[src/rtl/sequence_pattern_tx.sv]
// Serial pattern transmitter: shifts a captured pattern out MSB first, with repeats and idle gaps.
// Define SEQ_TX_PARITY_EN to append an even-parity bit to every frame.
module sequence_pattern_tx #(
    parameter int unsigned WIDTH      = 8,
    parameter int unsigned LEN_W      = 4,
    parameter int unsigned CNT_W      = 4,
    parameter int unsigned GAP_CYCLES = 2,
    parameter logic        IDLE_LEVEL = 1'b0
) (
    input  logic             clock,
    input  logic             reset,
    input  logic [WIDTH-1:0] pattern_in,
    input  logic [LEN_W-1:0] length_in,
    input  logic [CNT_W-1:0] repeat_in,
    input  logic             start_valid,
    output logic             start_ready,
    input  logic             abort,
    output logic             sequence_out,
    output logic             frame_start,
    output logic             busy,
    output logic             done
);

    localparam int unsigned IDX_W = $clog2(WIDTH);
    localparam int unsigned GAP_W = (GAP_CYCLES > 1) ? $clog2(GAP_CYCLES) : 1;

`ifdef SEQ_TX_PARITY_EN
    typedef enum logic [2:0] {
        ST_IDLE  = 3'd0,
        ST_SHIFT = 3'd1,
        ST_PAR   = 3'd2,
        ST_GAP   = 3'd3,
        ST_DONE  = 3'd4
    } state_t;
`else
    typedef enum logic [1:0] {
        ST_IDLE  = 2'd0,
        ST_SHIFT = 2'd1,
        ST_GAP   = 2'd2,
        ST_DONE  = 2'd3
    } state_t;
`endif

    state_t             r_state;
    state_t             w_state_nxt;
    logic [WIDTH-1:0]   r_pat;
    logic [WIDTH-1:0]   w_pat_nxt;
    logic [LEN_W-1:0]   r_len;
    logic [LEN_W-1:0]   w_len_nxt;
    logic [CNT_W-1:0]   r_rep;
    logic [CNT_W-1:0]   w_rep_nxt;
    logic [IDX_W-1:0]   r_idx;
    logic [IDX_W-1:0]   w_idx_nxt;
    logic [GAP_W-1:0]   r_gap;
    logic [GAP_W-1:0]   w_gap_nxt;

    logic               r_seq;
    logic               w_seq_nxt;
    logic               r_fs;
    logic               w_fs_nxt;
    logic               r_busy;
    logic               w_busy_nxt;
    logic               r_done;
    logic               w_done_nxt;
    logic               r_ready;
    logic               w_ready_nxt;

    logic               w_frame_end;
    logic [LEN_W-1:0]   w_len_norm;
    logic [IDX_W-1:0]   w_first_idx;
    logic [IDX_W-1:0]   w_reload_idx;

    // Length 0 or anything above WIDTH means a full-width frame
    assign w_len_norm   = ((length_in == '0) || (length_in > LEN_W'(WIDTH))) ? LEN_W'(WIDTH) : length_in;
    assign w_first_idx  = IDX_W'(w_len_norm - LEN_W'(1));
    assign w_reload_idx = IDX_W'(r_len - LEN_W'(1));

`ifdef SEQ_TX_PARITY_EN
    logic [WIDTH-1:0]   w_mask;
    logic               w_par;

    // Shift wraps to zero at full width, so the subtraction yields all ones
    assign w_mask = (WIDTH'(1) << r_len) - WIDTH'(1);
    assign w_par  = ^(r_pat & w_mask);
`endif

    assign sequence_out = r_seq;
    assign frame_start  = r_fs;
    assign busy         = r_busy;
    assign done         = r_done;
    assign start_ready  = r_ready;

    always_ff @(posedge clock or posedge reset) begin
        if (reset) begin
            r_state <= ST_IDLE;
            r_pat   <= '0;
            r_len   <= '0;
            r_rep   <= '0;
            r_idx   <= '0;
            r_gap   <= '0;
            r_seq   <= IDLE_LEVEL;
            r_fs    <= 1'b0;
            r_busy  <= 1'b0;
            r_done  <= 1'b0;
            r_ready <= 1'b1;
        end else begin
            r_state <= w_state_nxt;
            r_pat   <= w_pat_nxt;
            r_len   <= w_len_nxt;
            r_rep   <= w_rep_nxt;
            r_idx   <= w_idx_nxt;
            r_gap   <= w_gap_nxt;
            r_seq   <= w_seq_nxt;
            r_fs    <= w_fs_nxt;
            r_busy  <= w_busy_nxt;
            r_done  <= w_done_nxt;
            r_ready <= w_ready_nxt;
        end
    end

    // Next state plus next values of every registered output
    always_comb begin
        w_state_nxt = r_state;
        w_pat_nxt   = r_pat;
        w_len_nxt   = r_len;
        w_rep_nxt   = r_rep;
        w_idx_nxt   = r_idx;
        w_gap_nxt   = r_gap;
        w_seq_nxt   = IDLE_LEVEL;
        w_fs_nxt    = 1'b0;
        w_busy_nxt  = 1'b0;
        w_done_nxt  = 1'b0;
        w_ready_nxt = 1'b0;
        w_frame_end = 1'b0;

        case (r_state)
            ST_IDLE: begin
                w_ready_nxt = 1'b1;
                if (start_valid && r_ready && !abort) begin
                    w_state_nxt = ST_SHIFT;
                    w_pat_nxt   = pattern_in;
                    w_len_nxt   = w_len_norm;
                    w_rep_nxt   = repeat_in;
                    w_idx_nxt   = w_first_idx;
                    w_seq_nxt   = pattern_in[w_first_idx];
                    w_fs_nxt    = 1'b1;
                    w_busy_nxt  = 1'b1;
                    w_ready_nxt = 1'b0;
                end
            end
            ST_SHIFT: begin
                w_busy_nxt = 1'b1;
                if (r_idx != '0) begin
                    w_idx_nxt = r_idx - IDX_W'(1);
                    w_seq_nxt = r_pat[r_idx - IDX_W'(1)];
                end else begin
`ifdef SEQ_TX_PARITY_EN
                    w_state_nxt = ST_PAR;
                    w_seq_nxt   = w_par;
`else
                    w_frame_end = 1'b1;
`endif
                end
            end
`ifdef SEQ_TX_PARITY_EN
            ST_PAR: begin
                w_busy_nxt  = 1'b1;
                w_frame_end = 1'b1;
            end
`endif
            ST_GAP: begin
                w_busy_nxt = 1'b1;
                if (r_gap == '0) begin
                    w_state_nxt = ST_SHIFT;
                    w_idx_nxt   = w_reload_idx;
                    w_seq_nxt   = r_pat[w_reload_idx];
                    w_fs_nxt    = 1'b1;
                end else begin
                    w_gap_nxt = r_gap - GAP_W'(1);
                end
            end
            ST_DONE: begin
                w_state_nxt = ST_IDLE;
                w_ready_nxt = 1'b1;
            end
            default: begin
                w_state_nxt = ST_IDLE;
                w_ready_nxt = 1'b1;
            end
        endcase

        // End of a frame: another frame (after an optional gap) or finish
        if (w_frame_end) begin
            if (r_rep != '0) begin
                w_rep_nxt = r_rep - CNT_W'(1);
                if (GAP_CYCLES > 0) begin
                    w_state_nxt = ST_GAP;
                    w_gap_nxt   = GAP_W'(GAP_CYCLES - 1);
                end else begin
                    w_state_nxt = ST_SHIFT;
                    w_idx_nxt   = w_reload_idx;
                    w_seq_nxt   = r_pat[w_reload_idx];
                    w_fs_nxt    = 1'b1;
                end
            end else begin
                w_state_nxt = ST_DONE;
                w_done_nxt  = 1'b1;
            end
        end

        if (abort && (r_state != ST_IDLE)) begin
            w_state_nxt = ST_IDLE;
            w_seq_nxt   = IDLE_LEVEL;
            w_fs_nxt    = 1'b0;
            w_busy_nxt  = 1'b0;
            w_done_nxt  = 1'b0;
            w_ready_nxt = 1'b1;
        end
    end

endmodule

[config.mk]
export PLATFORM = sky130hd
export DESIGN_NAME = sequence_pattern_tx
export DESIGN_NICKNAME = d
export VERILOG_FILES = /design/src/rtl/sequence_pattern_tx.sv
export SDC_FILE = /design/constraint.sdc
export NUM_CORES = 1
export LEC_CHECK = 0
export BUFFER_PORTS_ARGS = -buffer_cell sky130_fd_sc_hd__buf_2
export CAP_MARGIN = 20
export CORE_MARGIN = 10
export CORE_UTILIZATION = 53
export CTS_BUF_LIST = sky130_fd_sc_hd__clkbuf_8
export DETAILED_ROUTE_END_ITERATION = 8
export HOLD_SLACK_MARGIN = 0.15
export PLACE_DENSITY = 0.78
export SLEW_MARGIN = 20
export SYNTH_ARGS = -nofsm -noshare
export SYNTH_HDL_FRONTEND = slang
export SYNTH_SLANG_ARGS = --single-unit
[constraint.sdc]
create_clock -name clock -period 2.09 [get_ports clock]
set_clock_uncertainty 0.1 [all_clocks]
set_input_delay 0.1045 -clock clock [delete_from_list [all_inputs] [get_ports clock]]
set_output_delay 0.1045 -clock clock [all_outputs]
set_load 0.02 [all_outputs]
==> reports/qor.csv <==
stage;metric;value;unit
finish;Filler cells;188;
routing;Routed Antenna Nets;0;
grt;gr usage total;0.161;
critical_path;Worst path slowest cell;mux4_1;
synth;synth warn;0;
clocking;CTS H-tree lvls;1;
floorplan;total core area;2810;um^2
synth;register area share after synthesis;0.410;
clocking;worst skew pair latency;280;ps
sta;Final WS setup;74.0;ps
power_and_ir_drop;switching share of power;0.391;
power_and_ir_drop;Logic pwr share;0.547;
floorplan;site row count;19;
critical_path;largest delay contributor family on the critical path;multiplexers;
grt;first-pass GRT wire length;7060;um
clocking;CTS tree;yes;
synth;number of synthesized register bits;26;
run_status;run status;completed;
floorplan;die extent in x;74.8;um
min_path;min-delay worst type;primary input to register;
synth;syn avg cell area;9.87;um^2
sta;fin crit share;0.965;
clocking;clk sink count;26;
critical_path;Worst EP required;2160;ps
synth;Yosys cell types;41;
sta;Slew @ Worst Pin;417;ps
clocking;clk slew on worst S/H paths;90;ps
sta;Hold Vio Cnt, Final;0;
sta;achievable frequency;496;MHz
power_and_ir_drop;total power;2.74;mW
routing;initial DRC count;88;
power_and_ir_drop;peak supply drop;0.612;mV
power_and_ir_drop;Net Switching;1.07;mW
synth;Synthesized Nets;190;
finish;layout cells sized above 1;0.257;
finish;area grow syn2layout;32.4;%
place;gp weighted congestion;0.878;
grt;largest net degree at the start of global routing;27;
sta;Tmin final;2020;ps
routing;drt total wl;4110;um
sta;hold slack;283;ps
critical_path;Worst Setup Path Type;register to register;
sta;RSZ-0062 raised after global routing;no;
place;Place WS;31.2;ps
routing;Pre-Repair DR Iteration Count;4;
floorplan;Die ar.;5590;um^2
critical_path;worst r2r dst;sequence_out;
critical_path;CP arrival;2080;ps
critical_path;max incr delay on CP;540;ps
clocking;clock tree buffer depth;2;
power_and_ir_drop;Pint;1.67;mW
finish;final core occ;0.750;
grt;initial antenna violation count;0;
critical_path;worst r2r src;r_idx[0];
finish;nets;244;
synth;cell count after synthesis;161;
clocking;Num CTS Buffers;3;
floorplan;DIE HEIGHT;74.8;um
place;DP HPWL;2840;um
power_and_ir_drop;sequential power share;0.332;
place;port bufs;24;
floorplan;Starting Density;0.566;
job;max cap viols;0;
power_and_ir_drop;Leakage;0.964;nW
routing;Residual DRC;0;
synth;mapped cell area;1590;um^2
grt;vias in the first global route;1532;
critical_path;crit path launch type;register;
critical_path;R2R cell count;5;
critical_path;Worst Setup SP;r_idx[0];
routing;WL/cell;16.7;um
floorplan;Top Ports;25;
sta;Rel. slew slack;0.720;
sta;final-report setup violation count;0;
critical_path;Cell Chain, Critical Path;inv_1 -> ha_4 -> mux4_1 -> nor4b_1 -> o41a_1;
routing;vias per inst;5.95;
critical_path;crit-path max FO;3;
critical_path;Worst setup EP type;register;
power_and_ir_drop;clock network fraction of total power;0.122;
sta;max-slew violation count;0;
critical_path;CP Buf/Inv Count;1;
grt;Overflow after GRT;0;
critical_path;FF-to-FF setup slack;70;ps
power_and_ir_drop;PwrDens;1300;nW/um^2
critical_path;CP Depth;5;
sta;Final TNS setup;0;ps
critical_path;worst setup path end;sequence_out;
clocking;clk root buf;clkbuf_8;
routing;via count;1463;
==> logic make-up after synthesis <==
kind of cell	Yosys count	synth area share
AOI/OAI and AO/OA	47	0.183
DFF	26	0.410
adders and majority gates	9	0.0709
and+or+nand+nor	45	0.148
xor gates and xnor gates	2	0.0110
buffers and inverters	18	0.0449
muxes	14	0.131
==> power groups by stage <==
stage               Combinational [mW]  Clock (mW)  Sequential, mW
floorplan                        0.960           0           0.892
global placement                  1.31           0           0.889
detailed placement                1.36           0           0.906
CTS                               1.40       0.341           0.894
global route                      1.69       0.361           0.933
finish                            1.50       0.334           0.910
==> how the worst min path moves through the flow <==
stage                     depth (start not counted)  slack [ps]    startpoint  endpoint
after detailed placement                          3          80         reset  r_rep[0]
after global placement                            3          70         reset  r_rep[0]
after global routing                              5         320  length_in[1]  r_idx[1]
final                                             5         280  length_in[1]  r_idx[1]
after CTS                                         5         270  length_in[1]  r_idx[1]
after floorplan                                   1          40         reset      busy
==> registers in the layout, indices dropped and copies added (netlist names) <==
signal        cells
r_len             3
r_pat             8
frame_start       1
r_state           2
r_gap             1
start_ready       1
busy              1
sequence_out      1
done              1
r_idx             3
r_rep             4
==> cell usage after synthesis, drive strengths merged <==
master / count / area share
dfrtp: 25 / 0.39
a21oi: 15 / 0.047
o21ai: 14 / 0.044
inv: 13 / 0.031
nand2: 11 / 0.028
nor2: 11 / 0.026
ha: 9 / 0.071
mux2: 9 / 0.064
nand2b: 6 / 0.024
mux4: 4 / 0.061
o211ai: 4 / 0.019
buf: 3 / 0.0094
nor3: 3 / 0.0094
o221ai: 3 / 0.017
a211oi: 2 / 0.0094
clkbuf: 2 / 0.0047
nand3: 2 / 0.0063
nor2b: 2 / 0.0079
nor4: 2 / 0.0079
xor2: 2 / 0.011
a21o: 1 / 0.0047
a2bb2oi: 1 / 0.0055
a311oi: 1 / 0.0055
a31oi: 1 / 0.0039
a32oi: 1 / 0.0055
and2: 1 / 0.0039
and3: 1 / 0.0039
and3b: 1 / 0.0055
and4b: 1 / 0.0063
dfstp: 1 / 0.017
mux2i: 1 / 0.0063
nand3b: 1 / 0.0047
nand4b: 1 / 0.0055
nor4b: 1 / 0.0055
o21a: 1 / 0.0047
o21bai: 1 / 0.0047
o311ai: 1 / 0.0055
o41a: 1 / 0.0071
or3: 1 / 0.0039
==> per-layer routing <==
metal	part of all wire	global-route usage	vias to the layer above	wire, um
met1	0.41	0.193	691	1700
met5	0	0	-	0
met4	0.032	0.0840	0	131
met2	0.49	0.272	59	2030
li1	-	-	698	-
met3	0.062	0.0289	15	257
==> worst register-to-register path, cell delays in order (launching register included) <==
cell and delay [ps]:
dfrtp_1 350, inv_1 80, ha_4 290, mux4_1 540, nor4b_1 160, o41a_1 390
==> layout make-up <==
type | instances | area [um^2] | area share
clock buffers | 4 | 55.1 | 0.0262
multi-input cells | 117 | 900 | 0.427
well taps | 31 | 38.8 | 0.0184
inverters | 13 | 48.8 | 0.0232
repair buffers | 54 | 408 | 0.194
flip-flops and latches | 26 | 652 | 0.310
diodes | 1 | 2.50 | 0.00119
==> per-stage QoR <==
stage | std cells | area [um^2]
global placement | 220 | 1810
detailed placement | 220 | 1810
finish | 246 | 2100
global route | 245 | 2100
floorplan | 161 | 1590
CTS | 244 | 2060
==> timing repair <==
action | in CTS | in global routing
hold buffers | 20 | 0
setup endpoints to repair | 0 | 4
buffers inserted | 0 | 1
resized for setup | 0 | 6
hold endpoints to repair | 43 | 0
==> placed cells by master, fill, tap and decap left out, types with 2 or more instances in the layout <==
master / netlist / layout
o211ai_1: 4 / 4
nor2_1: 11 / 11
nand2b_1: 6 / 6
xor2_1: 2 / 2
mux4_1: 2 / 2
buf_2: 3 / 24
buf_4: 0 / 9
mux4_2: 2 / 2
nor2b_1: 2 / 2
clkbuf_8: 0 / 4
inv_1: 13 / 13
mux2_2: 9 / 9
o21ai_0: 14 / 13
ha_4: 0 / 2
nor3_1: 3 / 3
nand2_1: 10 / 10
dfrtp_1: 25 / 25
dlygate4sd3_1: 0 / 20
nand3_1: 2 / 2
a211oi_1: 2 / 2
ha_1: 9 / 6
a21oi_1: 15 / 15
o221ai_1: 3 / 3
Power figures use the tool's default switching activity.
